## src/rtl/des_mode_ctrl.sv

```systemverilog
// Block-mode controller for the iterative encryption core: applies ECB/CBC
// chaining to plaintext blocks and sequences the core's 4-phase req/ack handshake.
module des_mode_ctrl #(
    parameter int N_B   = 64,
    parameter int N_K   = 64,
    parameter int CNT_W = 16
) (
    input  logic             clk,
    input  logic             rst,
    input  logic [N_K-1:0]   key,
    input  logic [N_B-1:0]   iv,
    input  logic             init,
    input  logic             cbc_en,
    input  logic [N_B-1:0]   p_data,
    input  logic             p_valid,
    output logic             p_ready,
    output logic [N_B-1:0]   c_data,
    output logic             c_valid,
    input  logic             c_ready,
    output logic [N_K-1:0]   core_k,
    output logic [N_B-1:0]   core_m,
    output logic             core_req,
    input  logic [N_B-1:0]   core_c,
    input  logic             core_ack,
    output logic             busy,
    output logic [CNT_W-1:0] blk_cnt,
    output logic [1:0]       state_dbg
);

    // Handshakes: a plaintext block transfers on a cycle with p_valid && p_ready,
    // a ciphertext block on c_valid && c_ready; valid holds its data until taken.
    typedef enum logic [1:0] {IDLE, REQ, REL, OUT} state_t;

    state_t             state_q, state_d;
    logic [N_B-1:0]     c_data_q, c_data_d;
    logic [N_K-1:0]     core_k_q, core_k_d;
    logic [N_B-1:0]     core_m_q, core_m_d;
    logic [N_B-1:0]     chain_q, chain_d;
    logic [CNT_W-1:0]   blk_cnt_q, blk_cnt_d;
    logic               core_req_q, core_req_d;
    logic               c_valid_q, c_valid_d;
    logic               busy_q, busy_d;

    always_comb begin
        state_d   = state_q;
        c_data_d  = c_data_q;
        core_k_d  = core_k_q;
        core_m_d  = core_m_q;
        chain_d   = chain_q;
        blk_cnt_d = blk_cnt_q;
        case (state_q)
            IDLE: begin
                // init wins over a waiting block; nothing is accepted that cycle
                if (init) begin
                    chain_d = iv;
                end else if (p_valid) begin
                    core_k_d = key;
                    core_m_d = cbc_en ? (p_data ^ chain_q) : p_data;
                    state_d  = REQ;
                end
            end
            REQ: begin
                if (core_ack) begin
                    c_data_d = core_c;
                    chain_d  = core_c;
                    state_d  = REL;
                end
            end
            REL: begin
                if (!core_ack) begin
                    state_d = OUT;
                end
            end
            OUT: begin
                if (c_ready) begin
                    blk_cnt_d = blk_cnt_q + CNT_W'(1);
                    state_d   = IDLE;
                end
            end
            default: state_d = IDLE;
        endcase
        core_req_d = (state_d == REQ);
        c_valid_d  = (state_d == OUT);
        busy_d     = (state_d != IDLE);
    end

    always_ff @(posedge clk or posedge rst) begin
        if (rst) begin
            state_q    <= IDLE;
            c_data_q   <= '0;
            core_k_q   <= '0;
            core_m_q   <= '0;
            chain_q    <= '0;
            blk_cnt_q  <= '0;
            core_req_q <= 1'b0;
            c_valid_q  <= 1'b0;
            busy_q     <= 1'b0;
        end else begin
            state_q    <= state_d;
            c_data_q   <= c_data_d;
            core_k_q   <= core_k_d;
            core_m_q   <= core_m_d;
            chain_q    <= chain_d;
            blk_cnt_q  <= blk_cnt_d;
            core_req_q <= core_req_d;
            c_valid_q  <= c_valid_d;
            busy_q     <= busy_d;
        end
    end

    // p_ready is the only combinational output: it must drop in the init cycle
    assign p_ready   = (state_q == IDLE) && !init && !rst;
    assign c_data    = c_data_q;
    assign c_valid   = c_valid_q;
    assign core_k    = core_k_q;
    assign core_m    = core_m_q;
    assign core_req  = core_req_q;
    assign busy      = busy_q;
    assign blk_cnt   = blk_cnt_q;
    assign state_dbg = state_q;

endmodule

```

## config.mk

```make
export PLATFORM = sky130hd
export DESIGN_NAME = des_mode_ctrl
export DESIGN_NICKNAME = d
export VERILOG_FILES = /design/src/rtl/des_mode_ctrl.sv
export SDC_FILE = /design/constraint.sdc
export NUM_CORES = 1
export LEC_CHECK = 0
export CAP_MARGIN = 10
export CELL_PAD_IN_SITES_DETAIL_PLACEMENT = 0
export CELL_PAD_IN_SITES_GLOBAL_PLACEMENT = 1
export CORE_ASPECT_RATIO = 2
export CORE_UTILIZATION = 32
export DETAILED_ROUTE_END_ITERATION = 8
export HOLD_SLACK_MARGIN = 0.02
export PLACE_DENSITY_LB_ADDON = 0.1
export SLEW_MARGIN = 20
export SYNTH_ARGS = -nofsm -noshare
export SYNTH_HDL_FRONTEND = slang
export SYNTH_SLANG_ARGS = --single-unit
export TNS_END_PERCENT = 1
```

## constraint.sdc

```tcl
create_clock -name clk -period 13.65 [get_ports clk]
set_input_delay 2.73 -clock clk [delete_from_list [all_inputs] [get_ports clk]]
set_output_delay 2.73 -clock clk [all_outputs]
set_load 0.01 [all_outputs]
```

==> results of run 1 <==
state kept, by name, summed over array words and instances, names as in the netlist:
| signal | flops |
|---|---|
| blk_cnt | 16 |
| busy | 1 |
| c_data | 64 |
| c_valid | 1 |
| chain_q | 64 |
| core_k | 64 |
| core_m | 64 |
| core_req | 1 |
| state_dbg | 2 |
kinds of logic after synthesis:
| group | share of synthesized area |
|---|---|
| mux | 0.117 |
| compound gates | 0.0564 |
| buf+inv | 0.0366 |
| flops | 0.588 |
| fa+ha+maj | 0.00106 |
| simple gates | 0.142 |
| xor+xnor | 0.0587 |
cells in the final DEF (no fill, tap or decap), types with 3 or more instances in the layout:
| cell type | instances |
|---|---|
| o21ai_0 | 118 |
| diode_2 | 7 |
| dfrtp_1 | 277 |
| clkdlybuf4s50_1 | 475 |
| nand4_1 | 4 |
| bufinv_16 | 4 |
| o21ai_1 | 11 |
| clkinv_2 | 7 |
| clkbuf_8 | 6 |
| nand2_1 | 397 |
| mux2_1 | 49 |
| buf_4 | 8 |
| xnor2_1 | 10 |
| inv_1 | 4 |
| mux2_2 | 16 |
| xor2_1 | 69 |
| nor2_1 | 4 |
| clkbuf_16 | 29 |
| nand2_4 | 3 |
| nand3_1 | 3 |
| nor2_2 | 3 |
| mux2i_1 | 65 |
metrics by stage:
stage	total power [mW]	utilization	instance area [µm²]	setup WS [ns]
final	3.77	0.489	17800	6.88
after global routing	4.02	0.489	17800	6.82
after CTS	3.84	0.489	17800	6.87
after detailed placement	2.97	0.461	16800	6.87
after global placement	2.94	0.461	16800	6.84
after floorplan	2.13	-	11800	3.28
critical path, cell delays in order:
cell and delay [ns]:
clkdlybuf4s50_1 0.51, nor4_1 0.22, clkdlybuf4s50_1 0.58
cell type report:
class	instances	area, µm²	share of cell area
sequential	277	6930	0.389
timing repair buffer	484	4820	0.271
multi-input combinational	767	4450	0.250
clock inverter	15	188	0.0105
inverter	5	26.3	0.00147
antenna	7	17.5	0.000983
tap	454	568	0.0319
clock buffer	37	816	0.0458
per-layer routing:
| metal | share of wire | global-route usage | wire (µm) |
|---|---|---|---|
| met1 | 0.36 | 0.206 | 13400 |
| met2 | 0.53 | 0.355 | 19800 |
| met3 | 0.076 | 0.0491 | 2810 |
| met4 | 0.028 | 0.0836 | 1030 |
| met5 | 0 | 0 | 0 |
report_power, final:
part           leakage [nW]  switching (mW)  internal, mW  total, mW
combinational          3.93           0.709         0.812       1.52
clock                 0.496           0.342         0.497      0.839
sequential             3.42           0.208          1.20       1.41
total                  7.84            1.26          2.51       3.77
path summary, 6_finish.rpt:
check | end | cells past startpoint | slack, ns
worst min-delay path | core_k[0] | 2 | 0.47
min in group asynchronous | core_k[3] | 2 | 2.73
max in group asynchronous | chain_q[59] | 4 | 8.78
worst max register to register | core_m[11] | 5 | 10.61
worst min register to register | core_k[0] | 2 | 0.47
worst max-delay path | p_ready | 3 | 6.88
==> impl_metrics.json, run 1 <==
{
  "grt_pass1_vias": 9442,
  "min_from": "core_k[0]",
  "grt_pass1_wl_mm": 55.2,
  "drv_slew": 0,
  "fill_cells": 3461,
  "synth_edf_count": 0,
  "cts_tree": "built",
  "setup_viol": 0,
  "synth_common_cells": "nand2_1 (400), dfrtp_1 (277), o21ai_0 (118), xor2_1 (69), mux2i_1 (65)",
  "die_height_um": 273,
  "cp-start-kind": "input pin",
  "area_growth_syn_to_layout_pct": 51.2,
  "hold_buffers": 0,
  "reg2reg_from": "state_dbg[1]",
  "gp_congestion": 0.777,
  "syn_inst": 1114,
  "synth_area_leaders": "dfrtp_1 (59%), nand2_1 (13%), mux2i_1 (5.5%)",
  "htreeDepth": 1,
  "clock_skew_ns": 0.0192,
  "drc_errors": 0,
  "yosysUniqueCellTypes": 32,
  "wire_per_inst_um": 18.1,
  "synth_seq_area_share": 0.588,
  "clk_pin_slew_worst_paths_ns": 0.06,
  "cts_setup_buffers": 0,
  "ir_drop_v": 0.000146,
  "fin_cells": 2046,
  "die-area_um2": 37600,
  "status": "finished clean",
  "hold_viol": 0,
  "post_cts_resized": 0,
  "fmax_mhz": 148,
  "synth_top_cell_by_area": "dfrtp_1",
  "final_layout_size_suffix_gt1_frac": 0.0555,
  "start_util": 0.324,
  "min_period_over_period": 0.496,
  "worstPathMaxFanout": 2,
  "arrival_ns": 4.04,
  "synthArstFlopShare": 1.00,
  "die_w_um": 138,
  "viasPerCell": 4.45,
  "power_leakage_nw": 7.84,
  "drt-pass1-iter-count": 4,
  "drt-initial-drc-count": 276,
  "holdWs_ns": 0.472,
  "fin_crit_ns": 6.77,
  "cts_buffer_depth": 3,
  "cts-root-buf": "clkbuf_16",
  "antenna_found_initial": 7,
  "worst-setup-path-type": "in2out",
  "rsz0062_at_grt": "false",
  "io_pins": 477,
  "synth_top_area_share": 0.588,
  "hold_class": "reg2reg",
  "syn_area_um2": 11800,
  "ys_ff_latch": 277,
  "grt_overflow_total": 0,
  "dp.cells": 1987,
  "endpoint_kind": "output port",
  "clock_sinks": 277,
  "grt_max_degree": 100,
  "ant_nets": 0,
  "numCtsBuffers": 29,
  "p_per_area_nw_per_um2": 211,
  "num_rows": 99,
  "maxSlewHeadroom": 0.316,
  "num_vias": 9098,
  "tightest_slew_ns": 1.03,
  "grt.total_usage": 0.194,
  "coreArea_um2": 36400,
  "synth_ff_type": "dfrtp_1",
  "drv_cap": 0,
  "yosys_warnings": 0,
  "dp_hpwl_mm": 26.8,
  "required_ns": 10.92,
  "startpoint": "rst",
  "synth_area_per_cell_um2": 10.6,
  "fin_tns_setup_ns": 0,
  "fin_nets": 1828,
  "clock_latency_ns": 0.56,
  "synth_nets": 1378,
  "synth_most_common_cell": "nand2_1",
  "portBuffers": 476,
  "drt_wl_total_mm": 37.0
}
(Power assumes the default switching activity.)
==> inputs of run 2 (changes only) <==
clock period = 6.4 ns   (was 13.65 ns; I/O delays follow)
==> impl_metrics.json, run 2 (synthesized netlist as in run 1, its figures left out) <==
{
  "status": "finished clean",
  "drt-initial-drc-count": 227,
  "io_pins": 477,
  "cts-root-buf": "clkbuf_16",
  "min_from": "core_k[40]",
  "coreArea_um2": 36400,
  "fill_cells": 3481,
  "fin_area_um2": 17700,
  "hold_buffers": 0,
  "fin_crit_ns": 3.90,
  "final_cell_mix": "clkdlybuf4s50_1 (475), nand2_1 (397), dfrtp_1 (277)",
  "grt_pass1_wl_mm": 54.5,
  "drv_cap": 0,
  "gp_congestion": 0.788,
  "area_growth_syn_to_layout_pct": 50.5,
  "die_height_um": 273,
  "drc_errors": 0,
  "final_layout_size_suffix_gt1_frac": 0.0530,
  "hold-path-endpoint": "core_k[40]",
  "antenna_found_initial": 9,
  "max_stage_delay_ns": 0.58,
  "worst-setup-path-type": "in2out",
  "crit_cells": 3,
  "required_ns": 5.12,
  "grt_max_degree": 175,
  "ir_drop_v": 0.000280,
  "reg2reg_from": "state_dbg[0]",
  "holdWs_ns": 0.470,
  "post_cts_resized": 0,
  "path_cells": "clkdlybuf4s50_1 > nor4_1 > clkdlybuf4s50_1",
  "crit_buf_inv": 2,
  "path_common_cell": "clkdlybuf4s50_1",
  "hold_viol": 0,
  "tightest_slew_ns": 1.05,
  "clk_pin_slew_worst_paths_ns": 0.06,
  "num_vias": 9127,
  "start_util": 0.324,
  "cpMaxStageDelayCell": "clkdlybuf4s50_1",
  "cp-start-kind": "input pin",
  "cts_setup_buffers": 0,
  "r2r_end": "c_data[18]",
  "ant_nets": 0,
  "fin_tns_setup_ns": 0,
  "cts_buffer_depth": 3,
  "reg2regPathDepth": 4,
  "clock_latency_ns": 0.55,
  "die_w_um": 138,
  "startpoint": "init",
  "setup_viol": 0,
  "die-area_um2": 37600,
  "clock_skew_ns": 0.00938,
  "hold_class": "reg2reg",
  "clock_sinks": 277,
  "endpoint_kind": "output port",
  "drv_slew": 0,
  "grt_overflow_total": 0,
  "arrival_ns": 2.62,
  "worstPathMaxFanout": 3,
  "holdPathStages": 2,
  "htreeDepth": 1,
  "fin_nets": 1828,
  "wire_per_inst_um": 17.7,
  "drt-pass1-iter-count": 4,
  "dp_hpwl_mm": 26.2,
  "grt.total_usage": 0.192,
  "viasPerCell": 4.46,
  "fmax_mhz": 256,
  "p_per_area_nw_per_um2": 441,
  "rsz0062_at_grt": "false",
  "grt_pass1_vias": 9359,
  "mostFrequentLayoutCell": "clkdlybuf4s50_1",
  "drt_wl_total_mm": 36.3,
  "numCtsBuffers": 28,
  "crit_family": "buffers and inverters",
  "portBuffers": 476,
  "min_period_over_period": 0.610,
  "cts_tree": "built",
  "power_leakage_nw": 7.80,
  "num_rows": 99,
  "r2r_slack_ns": 3.26,
  "place_area_um2": 16800,
  "maxSlewHeadroom": 0.298
}
run 2: cell types whose count changed in the layout (fill, tap and decap cells not counted), sizes merged, moves of 2 or more:
cell,before,now
bufinv,4,0
clkinv,8,11
diode,7,9
inv,6,4
clkbuf,37,39
run 2: stage by stage:
step           utilization  setup slack (ns)  instances  total power [mW]
2_1_floorplan            -              1.45       1114              4.53
3_3_place_gp         0.462              2.53       1987              6.28
3_5_place_dp         0.462              2.49       1987              6.34
4_1_cts              0.486              2.49       2037              7.98
5_1_grt              0.487              2.38       2047              8.39
6_report             0.487              2.50       2047              7.82
run 2: tightest hold or removal path: cells and delay by family, from the launching register on:
family,cells,cell delay [ns]
flip-flops,1,0.34
AND/OR/NAND/NOR,2,0.10
run 2: worst max-delay path by stage:
stage                      end  slack (ns)
global placement       p_ready        2.53
CTS                    p_ready        2.49
floorplan           blk_cnt[0]        1.45
detailed placement     p_ready        2.49
global route           p_ready        2.38
finish                 p_ready        2.50
run 2: routing by layer:
layer / GRT usage / wire length [µm] / up-vias
li1: - / - / 4543
met1: 0.215 / 13600 / 4187
met5: 0 / 0 / -
met2: 0.333 / 18300 / 330
met4: 0.0954 / 1600 / 0
met3: 0.0470 / 2730 / 67
run 2: layout make-up:
| type | count | area, µm² | area share |
|---|---|---|---|
| repair buffers | 485 | 4870 | 0.275 |
| diodes | 9 | 22.5 | 0.00127 |
| flip-flops and latches | 277 | 6930 | 0.391 |
| well taps | 454 | 568 | 0.0320 |
| multi-input cells | 767 | 4450 | 0.251 |
| clock inverters | 11 | 55.1 | 0.00310 |
| inverters | 5 | 22.5 | 0.00127 |
| clock buffers | 39 | 813 | 0.0459 |
run 2: power by group:
| group | leakage, nW | internal [mW] | switching [mW] |
|---|---|---|---|
| clock | 0.442 | 0.882 | 0.710 |
| combinational | 3.94 | 1.74 | 1.51 |
| sequential | 3.42 | 2.56 | 0.431 |
| total | 7.80 | 5.18 | 2.65 |
==> inputs of run 3 (changes only) <==
clock period = 3.8 ns   (was 6.4 ns; I/O delays follow)
==> impl_metrics.json, run 3 (synthesized netlist as in run 1, its figures left out) <==
{
  "die_w_um": 138,
  "grt_overflow_total": 0,
  "grt_pass1_wl_mm": 54.2,
  "cp-start-kind": "input pin",
  "gp_congestion": 0.785,
  "maxSlewHeadroom": 0.303,
  "cts-root-buf": "clkbuf_16",
  "num_vias": 9122,
  "fin_nets": 1835,
  "fin_area_um2": 17900,
  "cts_buffer_depth": 3,
  "min_period_over_period": 0.747,
  "clock_skew_ns": 0.0189,
  "setup_ws_ns": 0.960,
  "drt-pass1-iter-count": 4,
  "tightest_slew_ns": 1.05,
  "final_layout_size_suffix_gt1_frac": 0.0567,
  "num_rows": 99,
  "numCtsBuffers": 29,
  "grt_pass1_vias": 9298,
  "fmax_mhz": 352,
  "dp_hpwl_mm": 27.1,
  "ant_nets": 0,
  "cts_setup_buffers": 0,
  "fin_tns_setup_ns": 0,
  "start_util": 0.324,
  "fin_crit_ns": 2.84,
  "p_per_area_nw_per_um2": 745,
  "endpoint_kind": "output port",
  "die-area_um2": 37600,
  "wire_per_inst_um": 17.7,
  "worstPathMaxFanout": 3,
  "min_from": "blk_cnt[15]",
  "clk_pin_slew_worst_paths_ns": 0.06,
  "power.total_mw": 13.3,
  "coreArea_um2": 36400,
  "reg2reg_from": "state_dbg[0]",
  "viasPerCell": 4.45,
  "power_leakage_nw": 7.87,
  "grt.total_usage": 0.193,
  "drv_cap": 0,
  "final_cell_mix": "clkdlybuf4s50_1 (475), nand2_1 (397), dfrtp_1 (277)",
  "status": "finished clean",
  "hold_buffers": 0,
  "ir_drop_v": 0.000423,
  "mostFrequentLayoutCell": "clkdlybuf4s50_1",
  "arrival_ns": 2.08,
  "die_height_um": 273,
  "grt_max_degree": 66,
  "io_pins": 477,
  "pre_cts_slack_ns": 0.951,
  "fin_cells": 2049,
  "portBuffers": 476,
  "clock_sinks": 277,
  "worst-setup-path-type": "in2out",
  "htreeDepth": 1,
  "required_ns": 3.04,
  "area_growth_syn_to_layout_pct": 51.9,
  "multi_input_area_um2": 4450,
  "drv_slew": 0,
  "hold_class": "reg2reg",
  "drc_errors": 0,
  "post_cts_resized": 0,
  "startpoint": "init",
  "clock_latency_ns": 0.56,
  "hold_viol": 0,
  "antenna_found_initial": 7,
  "drt_wl_total_mm": 36.4,
  "rsz0062_at_grt": "false",
  "fill_cells": 3514,
  "register_area_um2": 6930,
  "setup_viol": 0,
  "place_area_um2": 17000,
  "cts_tree": "built",
  "dp.cells": 1994,
  "drt-initial-drc-count": 198
}
run 3: cell types whose count changed in the layout (fill, tap and decap cells not counted), sizes merged:
cell / delta
buf: +6
clkinv: -3
diode: -2
bufinv: +1
run 3: final timing paths:
check                              endpoint  slack (ns)  depth (start not counted)
worst max-delay path                p_ready        0.96                          3
worst min-delay path            blk_cnt[15]        0.47                          1
worst max register to register    c_data[9]        1.57                          4
worst min register to register  blk_cnt[15]        0.47                          1
max in group asynchronous       blk_cnt[13]        2.28                          3
min in group asynchronous         core_k[5]        0.73                          2
run 3: critical path: stages:
cell             delay [ns]
clkdlybuf4s50_1        0.47
nor4_1                 0.26
clkdlybuf4s50_1        0.58
run 3: final cells by class:
cell class | instances | share of cell area
flip-flops and latches | 277 | 0.387
repair buffers | 491 | 0.279
multi-input cells | 767 | 0.249
clock buffers | 39 | 0.0466
well taps | 454 | 0.0317
clock inverters | 9 | 0.00413
inverters | 5 | 0.00126
diodes | 7 | 0.000979
run 3: routing by layer:
| metal | wire (µm) | track usage | vias to the layer above |
|---|---|---|---|
| met5 | 0 | 0 | - |
| met4 | 1040 | 0.0772 | 0 |
| met3 | 2820 | 0.0483 | 53 |
| met2 | 19100 | 0.348 | 317 |
| met1 | 13300 | 0.210 | 4211 |
| li1 | - | - | 4541 |
run 3: metrics by stage:
step	util	hold WS, ns
after floorplan	-	0.450
after global placement	0.466	0.457
after detailed placement	0.466	0.461
after CTS	0.491	0.474
after global routing	0.491	0.495
final	0.491	0.468
run 3: where the power goes:
part | switching (mW) | internal [mW]
clock | 1.19 | 1.59
combinational | 2.55 | 2.98
sequential | 0.728 | 4.31
total | 4.46 | 8.87
